--- config.mk ---
export PLATFORM = sky130hd
export DESIGN_NAME = rr_mux_n
export DESIGN_NICKNAME = d
export VERILOG_FILES = /design/src/rtl/rr_mux_n_pkg.sv /design/src/rtl/rr_mux_n_arbiter.sv /design/src/rtl/rr_mux_n.sv
export SDC_FILE = /design/constraint.sdc
export NUM_CORES = 1
export LEC_CHECK = 0
export BUFFER_PORTS_ARGS = -buffer_cell sky130_fd_sc_hd__buf_2
export CAP_MARGIN = 20
export CORE_ASPECT_RATIO = 1.4
export CORE_UTILIZATION = 40
export CTS_CLUSTER_SIZE = 30
export DETAILED_ROUTE_END_ITERATION = 8
export HOLD_SLACK_MARGIN = 0.08
export PLACE_DENSITY = 0.89
export SYNTH_ARGS = -nofsm -noshare
export SYNTH_HDL_FRONTEND = slang
export SYNTH_HIERARCHICAL = 1
export SYNTH_SLANG_ARGS = --single-unit
--- constraint.sdc ---
create_clock -name clock -period 2.1 [get_ports clock]
set_input_delay 0.21 -clock clock [delete_from_list [all_inputs] [get_ports clock]]
set_output_delay 0.21 -clock clock [all_outputs]
set_load 0.02 [all_outputs]
--- src/rtl/rr_mux_n_pkg.sv ---
// rtl/rr_mux_n_pkg.sv - shared constants and width helpers for the arbitrated mux
package rr_mux_n_pkg;

    localparam logic MODE_RR    = 1'b0;
    localparam logic MODE_FIXED = 1'b1;

    function automatic int clog2(input int value);
        int r;
        r = 0;
        for (int i = 0; i < 31; i++) begin
            if ((1 << i) < value) begin
                r = i + 1;
            end
        end
        return r;
    endfunction

    // Grant index is never narrower than one bit, even for degenerate N.
    function automatic int sel_width(input int n);
        return (clog2(n) < 1) ? 1 : clog2(n);
    endfunction

endpackage

--- src/rtl/rr_mux_n_arbiter.sv ---
// rtl/rr_mux_n_arbiter.sv - combinational round-robin / fixed-priority arbiter
module rr_arbiter
    import rr_mux_n_pkg::*;
#(
    parameter  int N        = 4,
    localparam int SEL_BITS = sel_width(N)
) (
    input  logic [N-1:0]        req,
    input  logic [SEL_BITS-1:0] base,
    input  logic                fixed,
    output logic [N-1:0]        gnt,
    output logic [SEL_BITS-1:0] gnt_idx,
    output logic                any
);

    logic [SEL_BITS-1:0] start;
    logic [N-1:0]        masked;
    logic                found;

    assign start = (fixed == MODE_FIXED) ? '0 : base;
    assign any   = |req;

    always_comb begin
        masked = req;
        for (int i = 0; i < N; i++) begin
            if (i < int'(start)) begin
                masked[i] = 1'b0;
            end
        end
    end

    // Upper half of the double-width scan: masked requests first, then the
    // unmasked copy catches the wrap back below the start index.
    always_comb begin
        gnt     = '0;
        gnt_idx = '0;
        found   = 1'b0;
        for (int i = 0; i < N; i++) begin
            if (masked[i] && !found) begin
                found      = 1'b1;
                gnt[i]     = 1'b1;
                gnt_idx    = SEL_BITS'(i);
            end
        end
        for (int i = 0; i < N; i++) begin
            if (req[i] && !found) begin
                found      = 1'b1;
                gnt[i]     = 1'b1;
                gnt_idx    = SEL_BITS'(i);
            end
        end
    end

endmodule

--- src/rtl/rr_mux_n.sv ---
// rtl/rr_mux_n.sv - N-channel arbitrated mux with a one-beat output register
module rr_mux_n
    import rr_mux_n_pkg::*;
#(
    parameter  int WIDTH    = 32,
    parameter  int N        = 4,
    localparam int SEL_BITS = sel_width(N)
) (
    input  logic                  clock,
    input  logic                  reset,
    input  logic                  fixed_pri,
    input  logic [N-1:0]          in_valid,
    input  logic [N*WIDTH-1:0]    in_data,
    output logic [N-1:0]          in_ready,
    output logic                  out_valid,
    output logic [WIDTH-1:0]      out_data,
    output logic [SEL_BITS-1:0]   out_grant,
    input  logic                  out_ready
);

    logic [N-1:0]        gnt;
    logic [SEL_BITS-1:0] gnt_idx;
    logic [SEL_BITS-1:0] ptr;
    logic [SEL_BITS-1:0] ptr_next;
    logic                any;
    logic                load_en;
    logic [WIDTH-1:0]    sel_data;

    rr_arbiter #(
        .N(N)
    ) u_arb (
        .req     (in_valid),
        .base    (ptr),
        .fixed   (fixed_pri),
        .gnt     (gnt),
        .gnt_idx (gnt_idx),
        .any     (any)
    );

    assign load_en  = !out_valid || out_ready;
    assign in_ready = load_en ? gnt : '0;

    // Explicit wrap keeps the pointer inside 0..N-1 for non-power-of-two N.
    assign ptr_next = (gnt_idx == SEL_BITS'(N - 1)) ? '0 : gnt_idx + 1'b1;

    always_comb begin
        sel_data = '0;
        for (int i = 0; i < N; i++) begin
            sel_data = sel_data | (in_data[i*WIDTH +: WIDTH] & {WIDTH{gnt[i]}});
        end
    end

    always_ff @(posedge clock or posedge reset) begin
        if (reset) begin
            out_valid <= 1'b0;
            out_data  <= '0;
            out_grant <= '0;
        end else if (load_en) begin
            if (any) begin
                out_valid <= 1'b1;
                out_data  <= sel_data;
                out_grant <= gnt_idx;
            end else begin
                out_valid <= 1'b0;
            end
        end
    end

    always_ff @(posedge clock or posedge reset) begin
        if (reset) begin
            ptr <= '0;
        end else if (load_en && any && (fixed_pri == MODE_RR)) begin
            ptr <= ptr_next;
        end
    end

endmodule

[Yosys cells after proc, flatten, opt, wreduce, memory -nomap -nowiden]
Cells that the tools add are included.
Word-level totals
  bits in latches: 0
  memories: 0
  memory bits (read-only): 0
  input bits: 136
  RAM bits: 0
  output and inout bits: 39
  bits in registers: 37
  word-level logic and storage cells: 65
Operators by class
  multipliers: 0
  reductions and logical operators: 20
  shift-type cells: 0
  div/mod/pow operators: 0
  equality and inequality tests: 1
  magnitude comparators: 3
  bitwise operators: 8
  add/subtract/negate cells: 1
  mux-type cells: 28
Operator list (count)
  32-bit AND: 4
  32-bit bitwise OR: 3
  1-bit two-way mux: 19
  2-bit two-way mux: 8
  1-bit logical AND: 9
  1-bit zero test: 8
  1-bit by 2-bit less-than comparator with 1-bit output (first input constant): 2
  4-bit two-way mux: 1
  4-bit OR reduction: 1
  2-bit by 1-bit adder with 2-bit output (second input constant): 1
  2-bit equality test (second input constant): 1
  2-bit less-than comparator (first input constant): 1
  2-bit AND reduction: 1
  1-bit logical OR: 1
  1-bit inverter: 1

[Depth between registers and ports, before layout]
Gate-level depths: netlist (run 1).
  depth in word-level cells: 27
  gate-level depth with buffers: 8
  mapped depth without buffers: 7

[Cells and area by module]
Netlist (run 1), hierarchy kept.
Modules (own cells, without submodules)
  rr_mux_n: times used 1, sequential area each 925.9 um^2, area an instance 2077.0 um^2, cells an instance 209
  rr_arbiter: times used 1, sequential area each 0.0 um^2, area an instance 167.7 um^2, cells an instance 25

[Worst setup path before layout (run 1)]
Ideal clock, no wire load.
  path type: register to output
  from: reg ptr[0]
  to: out in_ready[0]
  data required time: 1890 ps
  arrival: 1452 ps
  buffers on the path: 2
  stages on the path, launching flop included: 8
  setup slack: 438 ps
  cells stage by stage: dfrtp_1 -> nand2b_4 -> a211oi_2 -> nor2_1 -> o21ai_1 -> buf_2 -> buf_2 -> and2_1
On the way
  longest elaborated chain between the ends: 17
  elaborated cells between the ends (all ways): 21
  classes of those cells: order compare (3); mux (10); reduce/logical (8)
RTL lines
  start, declared: line rr_mux_n.sv:23  | logic [SEL_BITS-1:0] ptr;
  start signal, assigned: line rr_mux_n.sv:73  | ptr <= ptr_next;
  2-bit two-way mux (*): line rr_mux_n_arbiter.sv:20  | assign start = (fixed == MODE_FIXED) ? '0 : base;
  1-bit by 2-bit less-than comparator with 1-bit output: line rr_mux_n_arbiter.sv:26  | if (i < int'(start)) begin
  1-bit two-way mux: line rr_mux_n_arbiter.sv:26
  1-bit two-way mux: line rr_mux_n_arbiter.sv:39  | if (masked[i] && !found) begin
  1-bit zero test: line rr_mux_n_arbiter.sv:39
  1-bit logical AND: line rr_mux_n_arbiter.sv:39
  1-bit two-way mux: line rr_mux_n_arbiter.sv:39
  1-bit zero test: line rr_mux_n_arbiter.sv:39
  (+2 left out)
  1-bit zero test: line rr_mux_n_arbiter.sv:39
  1-bit logical AND: line rr_mux_n_arbiter.sv:39
  1-bit two-way mux: line rr_mux_n_arbiter.sv:39
  1-bit zero test: line rr_mux_n_arbiter.sv:46  | if (req[i] && !found) begin
  1-bit logical AND: line rr_mux_n_arbiter.sv:46
  1-bit two-way mux (*): line rr_mux_n_arbiter.sv:46
  via gnt[0]: line rr_mux_n.sv:21  | logic [N-1:0] gnt;
  4-bit two-way mux (*): line rr_mux_n.sv:41  | assign in_ready = load_en ? gnt : '0;
  end, declared: line rr_mux_n.sv:14  | output logic [N-1:0] in_ready,
The timed path passes the listed nets; every way through them passes the cells marked *.

[Worst setup path in the final report (run 1)]
  from: reg ptr[1]
  to: out in_ready[0]
Same word-level chain as after synthesis.

==> results of run 1 <==
==> sequential cells by signal, indices dropped and copies added (netlist names) <==
name,cells
out_grant,2
out_data,32
ptr,2
out_valid,1
==> cells by family after synthesis <==
kind of cell / after synthesis
AO/OA/AOI/OAI: 141
flip-flops: 37
buffers and inverters: 33
AND/OR/NAND/NOR: 18
multiplexers: 4
adder cells (fa/ha/maj): 1
==> cell type report <==
class	instances	area share (%)
flip-flops and latches	37	28.8
inverters	5	0.582
clock buffers	7	2.68
well taps	66	2.56
repair buffers	186	30.1
multi-input cells	164	35.2
==> synthesized netlist by cell type (all sizes together) <==
master  number  share of area (%)
inv          5               0.84
dfrtp       37                 41
o21ai        3               0.67
a21o         2               0.67
nor3b        1               0.56
o211a        1               0.45
a22oi       64                 21
ha           1               0.56
o21a         1               0.39
or4          1               0.33
a21oi       33                7.4
o21bai       1               0.33
nand2b       3                1.6
buf         25                7.1
a31oi       32                8.9
nand2        3               0.50
and2         5                1.5
clkbuf       3               0.50
nor2b        1               0.28
a211oi       2                1.1
mux2         4                2.3
o32ai        1               0.39
o22ai        1               0.28
nor2         4               0.67
==> worst paths after layout <==
check | cells after the start | slack, ns | endpoint | startpoint
max | 7 | 0.09 | in_ready[0] | ptr[1]
min reg2reg | 1 | 0.54 | out_grant[1] | out_grant[1]
max in group asynchronous | 4 | 1.17 | ptr[0] | reset
min in group asynchronous | 4 | 0.59 | out_data[0] | reset
max reg2reg | 6 | 0.32 | ptr[1] | ptr[1]
min | 3 | 0.26 | out_data[22] | in_data[22]
==> power by group through the flow <==
stage                     logic (mW)  clock network (mW)  registers (mW)
after floorplan                0.615                   0            1.24
after global placement          1.25                   0            1.02
after detailed placement        1.29                   0            1.03
after CTS                       1.30               0.498            1.02
after global routing            1.40               0.528            1.05
final                           1.31               0.484            1.03
==> worst max-delay path: stages, from the launching register on <==
cell and delay (ns):
dfrtp_2 0.45, nand2b_2 0.12, o22ai_1 0.08, nor2_1 0.27, o21ai_2 0.12, buf_6 0.18, and2_1 0.14, buf_2 0.15
==> repair_timing <==
| item | CTS | global route |
|---|---|---|
| endpoints found under the hold margin | 37 | 0 |
| endpoints found under the setup margin | 0 | 3 |
| resized for setup | 0 | 4 |
| hold buffers | 1 | 0 |
==> through the flow <==
stage / power [mW] / std cells
3_5_place_dp: 2.32 / 457
4_1_cts: 2.81 / 465
6_report: 2.82 / 465
5_1_grt: 2.98 / 465
3_3_place_gp: 2.27 / 457
2_1_floorplan: 1.85 / 234
==> metal layers <==
layer  share of wire [%]  track usage, %
met5                   0               0
met4                 3.3            10.1
met3                 7.2            4.67
met2                  53            47.7
met1                  36            27.7
==> flow_summary.toml, run 1 <==
[cts]
numCtsBuffers = 5
cts_buffer_depth = 2
clock-sinks = 37
clock_latency_ns = 0.28
htreeDepth = 2
clk_pin_slew_ns = 0.07
cts_tree = "done"
root_buffer = "clkbuf_8"
postCtsSetupBuffers = 0

[pwr]
switching_share_pct = 39.9
peakVddDrop_mv = 0.575
power_frac_clock_pct = 17.2
p_switching_mw = 1.12
power.density_nw_per_um2 = 874
p_int_mw = 1.69
leakagePower_nw = 1.56
power_frac_seq_pct = 36.4
power_frac_comb_pct = 46.4

[critical_path]
required_ns = 1.89
critPathKind = "reg -> out"
worstPathMaxFanout = 15
worstPathArrival_ns = 1.80
crit_path_start_kind = "register"
cp-end-kind = "output port"

[floorplan]
fp.dieArea_um2 = 5920
die_h_um = 90.6
io_pins = 175
die_w_um = 65.3
core_um2 = 5280
initial_core_util_pct = 42.6
core.rowCount = 31

[sta]
setup_ws_ns = 0.0898
worst_pin_slew_ns = 0.458
drv_slew = 0
finalSetupViolCount = 0
timing.hold.ws_ns = 0.256
grt_setup_unrepaired = "no"
finalCritPeriodShare_pct = 95.7
slew_headroom_pct = 69.5
min_period_ns = 2.01
hold_viol_final = 0
fmax_mhz = 497
finalSetupTns_ns = 0
finClkSkew_ns = 0.00539

[logic_synthesis]
synth-seq-area-share_pct = 41.2
synth_xor_area_share_pct = 0
synth_top_family_by_area = "compound AO/OA/AOI/OAI gates"
netlist_area_um2 = 2240
synth.distinct_cells = 30
synthSimpleGateAreaFrac_pct = 5.46
ys_ff_latch = 37
synth.net_count = 371
syn_avg_cell_area_um2 = 9.59
synthMuxAreaShare_pct = 2.34
synth_compound_area_share_pct = 42.0
synthAdderAreaFrac_pct = 0.557
synthCells = 234
ys_warn_count = 6

[placement]
post_dp_cell_area_um2 = 3120
place_ws_ns = 0.327
dpl.hpwl_mm = 5.75
gp_congestion = 0.867
numPortBuffers = 174

[global_route]
grt_max_degree = 38
grt_overflow = 0
grt_pass1_vias = 2516
grt_antenna_before_repair = 0
grt_first_pass_wirelength_mm = 11.7
grtUsageTotal_pct = 25.7

[worst_hold_path]
hold_class = "in -> reg"

[route]
wire_per_inst_um = 16.4
via_per_inst = 5.73
drtAntennaViolNets = 0
drc_errors = 0
first_iter_violations = 112
drt_first_pass_iters = 4
wl_mm = 7.64
vias = 2666

[outcome]
status = "complete, no violations"

[finish]
multi_input_area_um2 = 1140
layout_commonest_cell = "buf_2"
drive_gt1_share_pct = 51.9
fillCellCount = 474
register_area_um2 = 928
most-common-layout-cells = "buf_2, a22oi_1, dfrtp_1"
final_cell_area_um2 = 3220
fin_util_pct = 61.1
area_growth_pct = 43.6
diodes = 0
fin_nets = 536

[run]
drv_cap = 0
No activity file was read; power rests on OpenSTA's default activity.
==> run 2, diff against run 1 <==
- CORE_UTILIZATION: 40 -> 42
- CTS_CLUSTER_DIAMETER: not set -> 100
- SYNTH_HIERARCHICAL: 1 -> not set
==> flow_summary.toml, run 2 <==
[outcome]
status = "complete, no violations"

[finish]
register_area_um2 = 928
largest_register_ffs = 32
diodes = 0
layout_commonest_cell = "buf_2"
area_growth_pct = 38.9
largest_register = "out_data"
multi_input_area_um2 = 1400
drive_gt1_share_pct = 56.6
final_cells = 492
fin_nets = 558
top_regs = "out_data: 32 flops, out_grant: 2 flops, ptr: 2 flops"
most-common-layout-cells = "buf_2, nor2_1, dfrtp_1"
fin_util_pct = 60.4
fillCellCount = 523

[sta]
finalSetupViolCount = 0
hold_viol_final = 0
slew_headroom_pct = 59.4
min_period_ns = 1.96
finalSetupTns_ns = 0
finClkSkew_ns = 0.00711
grt_setup_unrepaired = "no"
drv_slew = 0
worst_pin_slew_ns = 0.609
timing.hold.ws_ns = 0.198
fmax_mhz = 511
finalCritPeriodShare_pct = 93.3

[route]
vias = 2911
drtAntennaViolNets = 0
first_iter_violations = 152
drt_first_pass_iters = 7
wire_per_inst_um = 17.8
wl_mm = 8.76
drc_errors = 0
via_per_inst = 5.92

[cts]
htreeDepth = 2
root_buffer = "clkbuf_8"
clock_latency_ns = 0.29
numCtsBuffers = 5
cts_tree = "done"
clock-sinks = 37
cts_buffer_depth = 2
clk_pin_slew_ns = 0.07

[pwr]
leakagePower_nw = 1.69
power_frac_comb_pct = 44.5
power.density_nw_per_um2 = 804
p_total_mw = 2.85
p_int_mw = 1.72
power_frac_seq_pct = 34.7
p_switching_mw = 1.13
peakVddDrop_mv = 0.463
power_frac_clock_pct = 20.8
switching_share_pct = 39.6

[worst_hold_path]
hold_class = "in -> reg"

[global_route]
grt_antenna_before_repair = 0
grt_max_degree = 38
grt_pass1_vias = 2769
grt_overflow = 0
grt_first_pass_wirelength_mm = 13.2
grtUsageTotal_pct = 27.4

[logic_synthesis]
synth.distinct_cells = 37
yosysTopAreaCell = "dfrtp_1"
syn_avg_cell_area_um2 = 10.1
synth_ff_type = "dfrtp_1"
synth_most_common_cell = "nor2_1"
ys_ff_latch = 37
yosys-top-cells-count = "nor2_1, dfrtp_1, a21oi_1, a32oi_1, a221oi_2"
synth.net_count = 389
synth_area_leaders = "dfrtp_1, a221oi_2, a32oi_1"
synth-seq-area-share_pct = 36.3
yosysTopAreaCellShare_pct = 36.3
synth-edff-count = 0
synthCells = 253
netlist_area_um2 = 2550
ys_warn_count = 0
postSynth.asyncResetShare_pct = 100

[critical_path]
crit_path_start_kind = "register"
critPathKind = "reg -> reg"
required_ns = 2.26
cp-end-kind = "register"
worstPathMaxFanout = 20
worstPathArrival_ns = 2.12

[placement]
gp_congestion = 0.865
post-place-cells = 482
dpl.hpwl_mm = 6.63
numPortBuffers = 174

[floorplan]
die_w_um = 67.9
core_um2 = 5860
die_h_um = 94.2
core.rowCount = 33
initial_core_util_pct = 43.5
io_pins = 175
fp.dieArea_um2 = 6390

[run]
drv_cap = 0
## run 2: critical path, cell delays in order, from the launching register on
cell      delay [ns]
dfrtp_2         0.46
nor2b_2         0.19
a211oi_2        0.36
o41ai_4         0.13
buf_4           0.17
buf_4           0.20
a32oi_1         0.23
a21oi_1         0.10
## run 2: final cells by class
class / count / share of cell area (%)
clock buffer: 5 / 1.94
clock inverter: 2 / 0.989
inverter: 3 / 0.318
multi-input combinational: 184 / 39.4
sequential: 37 / 26.2
tap: 70 / 2.47
timing repair buffer: 191 / 28.6
## run 2: per-stage QoR
stage                     setup WS (ns)  instance area [um^2]
after detailed placement         0.0573                  3410
after global placement            0.119                  3410
after floorplan                   0.319                  2550
final                             0.142                  3540
after CTS                        0.0672                  3540
after global routing             0.0326                  3540
## run 2: worst paths after layout
path / start / endpoint / slack [ns] / depth (start not counted)
max in group asynchronous: reset / ptr[1] / 1.12 / 4
setup reg to reg: ptr[1] / out_data[11] / 0.14 / 7
min in group asynchronous: reset / out_data[25] / 0.60 / 4
hold / removal: in_data[35] / out_data[3] / 0.20 / 3
setup / recovery: ptr[1] / out_data[11] / 0.14 / 7
hold reg to reg: out_grant[0] / out_grant[0] / 0.48 / 2
## run 2: power groups by stage
stage,sequential [mW],clock (mW),combinational [mW]
floorplan,1.15,0,0.662
global placement,0.988,0,1.21
detailed placement,0.993,0,1.25
CTS,0.980,0.606,1.26
global route,1.01,0.632,1.37
finish,0.986,0.593,1.27
## run 2: cell families after synthesis
group | count (synthesis) | synth area share, %
flip-flops | 37 | 36.3
AO/OA/AOI/OAI | 114 | 41.2
AND/OR/NAND/NOR | 68 | 12.4
multiplexers | 2 | 0.883
buffers and inverters | 32 | 9.18
## run 2: metal layers
layer  up-vias  global-route usage [%]  routed length [um]  part of all wire, %
met1      1392                    33.0                3300                   38
met4         0                    10.8                 191                  2.2
li1       1334                       -                   -                    -
met3        23                    4.25                 608                  6.9
met5         -                       0                   0                    0
met2       162                    47.4                4660                   53
## run 2: timing repair
action                     4_1_cts  5_1_grt
hold endpoints to repair        37        0
hold buffers                     1        0
gates resized for setup          0        3
setup endpoints to repair        1       23
pin swaps                        1        1
buffers inserted                 2        0
==> run 3, diff against run 2 <==
--- a/config.mk
+++ b/config.mk
@@ -14,4 +14,5 @@
 export DETAILED_ROUTE_END_ITERATION = 8
 export HOLD_SLACK_MARGIN = 0.08
+export MAX_ROUTING_LAYER = met4
 export PLACE_DENSITY = 0.89
 export SYNTH_ARGS = -nofsm -noshare
==> constraint.sdc (replaced) <==
create_clock -name clock -period 2.1 [get_ports clock]
set_input_delay 0.63 -clock clock [delete_from_list [all_inputs] [get_ports clock]]
set_output_delay 0.63 -clock clock [all_outputs]
set_load 0.02 [all_outputs]
==> flow_summary.toml, run 3 (synthesis results as in run 2) <==
[floorplan]
core_um2 = 5860
io_pins = 175
die_w_um = 67.9
fp.dieArea_um2 = 6390
initial_core_util_pct = 43.5
die_h_um = 94.2
core.rowCount = 33

[placement]
numPortBuffers = 174
gp_congestion = 0.867
dpl.hpwl_mm = 6.66
post-place-cells = 504
post_dp_cell_area_um2 = 3670

[route]
drt_first_pass_iters = 4
wl_mm = 8.88
first_iter_violations = 121
wire_per_inst_um = 17.2
vias = 2999
via_per_inst = 5.80
drc_errors = 0
drtAntennaViolNets = 0

[critical_path]
max_stage_delay_ns = 0.26
crit_buf_inv = 3
required_ns = 1.47
crit_path_frequent_cell = "buf_6"
slowest_stage = "o311ai_4"
crit_family = "simple AND/OR/NAND/NOR gates"
cp-end-kind = "output port"
crit_cells = 6
path_cells = "buf_8 -> buf_6 -> o311ai_4 -> and3_4 -> nor2b_4 -> buf_6"
r2r_slack_ns = 0.19
ff2ff_path_depth = 8
worstPathMaxFanout = 4
worstPathArrival_ns = 1.60
crit_path_start_kind = "primary input"
critPathKind = "in -> out"

[sta]
hold_viol_final = 0
worst_pin_slew_ns = 0.434
finalCritPeriodShare_pct = 106
finalSetupViolCount = 4
setup_ws_ns = -0.127
slew_headroom_pct = 71.0
fmax_mhz = 449
grt_setup_unrepaired = "yes"
min_period_ns = 2.23
finClkSkew_ns = 0.0116
drv_slew = 0
timing.hold.ws_ns = 0.370

[finish]
fillCellCount = 473
register_area_um2 = 927
multi_input_area_um2 = 1520
drive_gt1_share_pct = 62.2
area_growth_pct = 56.6
fin_nets = 582
top_regs = "out_data: 32 flops, out_grant: 2 flops, ptr: 2 flops"
largest_register_ffs = 32
diodes = 0
most-common-layout-cells = "buf_2, nor2_1, dfrtp_1"
largest_register = "out_data"
final_cell_area_um2 = 3990
layout_commonest_cell = "buf_2"
final_cells = 517

[pwr]
leakagePower_nw = 1.89
peakVddDrop_mv = 0.442
p_total_mw = 3.18
power.density_nw_per_um2 = 798

[global_route]
grtUsageTotal_pct = 28.6
grt_antenna_before_repair = 0
grt_overflow = 0
grt_max_degree = 33
grt_first_pass_wirelength_mm = 13.2
grt_pass1_vias = 2932

[cts]
htreeDepth = 2
clock_latency_ns = 0.28
cts_tree = "done"
numCtsBuffers = 5
clock-sinks = 37
clk_pin_slew_ns = 0.08
cts_buffer_depth = 2
root_buffer = "clkbuf_8"

[worst_hold_path]
hold_class = "in -> async"

[outcome]
status = "finished, violations left"
violations = "negative setup slack"

[run]
drv_cap = 0
-- run 3: cell count changes in the layout (fill, tap and decap cells not counted), sizes merged --
cell	previous run	this run
buf	190	214
bufinv	1	2
clkbuf	5	6
clkinv	1	0
dlygate4sd3	1	0
inv	3	4
-- run 3: stage by stage --
stage / setup TNS [ns] / worst slack (ns) / utilization (%)
floorplan: -0.709 / -0.314 / -
global placement: -2.40 / -0.302 / 62.5
detailed placement: -3.44 / -0.300 / 62.5
CTS: -0.362 / -0.114 / 66.6
global route: -0.521 / -0.155 / 68.1
finish: -0.372 / -0.127 / 68.1
-- run 3: worst reg2reg max path, stage by stage (launching register included) --
cell      delay (ns)
dfrtp_2         0.47
nor2b_4         0.19
o311ai_4        0.09
and3_4          0.17
buf_4           0.12
buf_4           0.14
buf_12          0.18
a221oi_2        0.31
a21oi_1         0.11
-- run 3: layout make-up --
| cell class | count | share of cell area, % |
|---|---|---|
| multi-input combinational | 184 | 38.1 |
| timing repair buffer | 215 | 32.8 |
| sequential | 37 | 23.2 |
| tap | 70 | 2.19 |
| clock buffer | 5 | 1.72 |
| clock inverter | 3 | 1.72 |
| inverter | 3 | 0.282 |
-- run 3: worst paths after layout --
path	startpoint	end
worst min-delay path	reset	out_data[31]
worst min register to register	out_grant[0]	out_grant[0]
worst max register to register	ptr[0]	out_data[5]
min in group clock	out_grant[0]	out_grant[0]
worst max-delay path	in_valid[0]	in_ready[1]
max in group asynchronous	reset	ptr[0]
-- run 3: per-layer routing --
metal / vias up / share of wire (%) / track usage (%)
met5: - / 0 / -
met4: 0 / 1.9 / 11.1
met3: 22 / 6.3 / 4.49
met2: 157 / 56 / 53.5
met1: 1439 / 35 / 28.5
li1: 1381 / - / -
-- run 3: timing repair --
item	4_1_cts	5_1_grt
setup buffers	1	4
hold buffers	0	0
pin swaps	7	6
endpoints found under the setup margin	4	4
resized for setup	22	13
gates cloned	0	0
-- run 3: power by group --
part	internal, mW	switching, mW	total [mW]
combinational	0.634	0.853	1.49
clock	0.478	0.249	0.727
sequential	0.871	0.0995	0.970
total	1.98	1.20	3.18
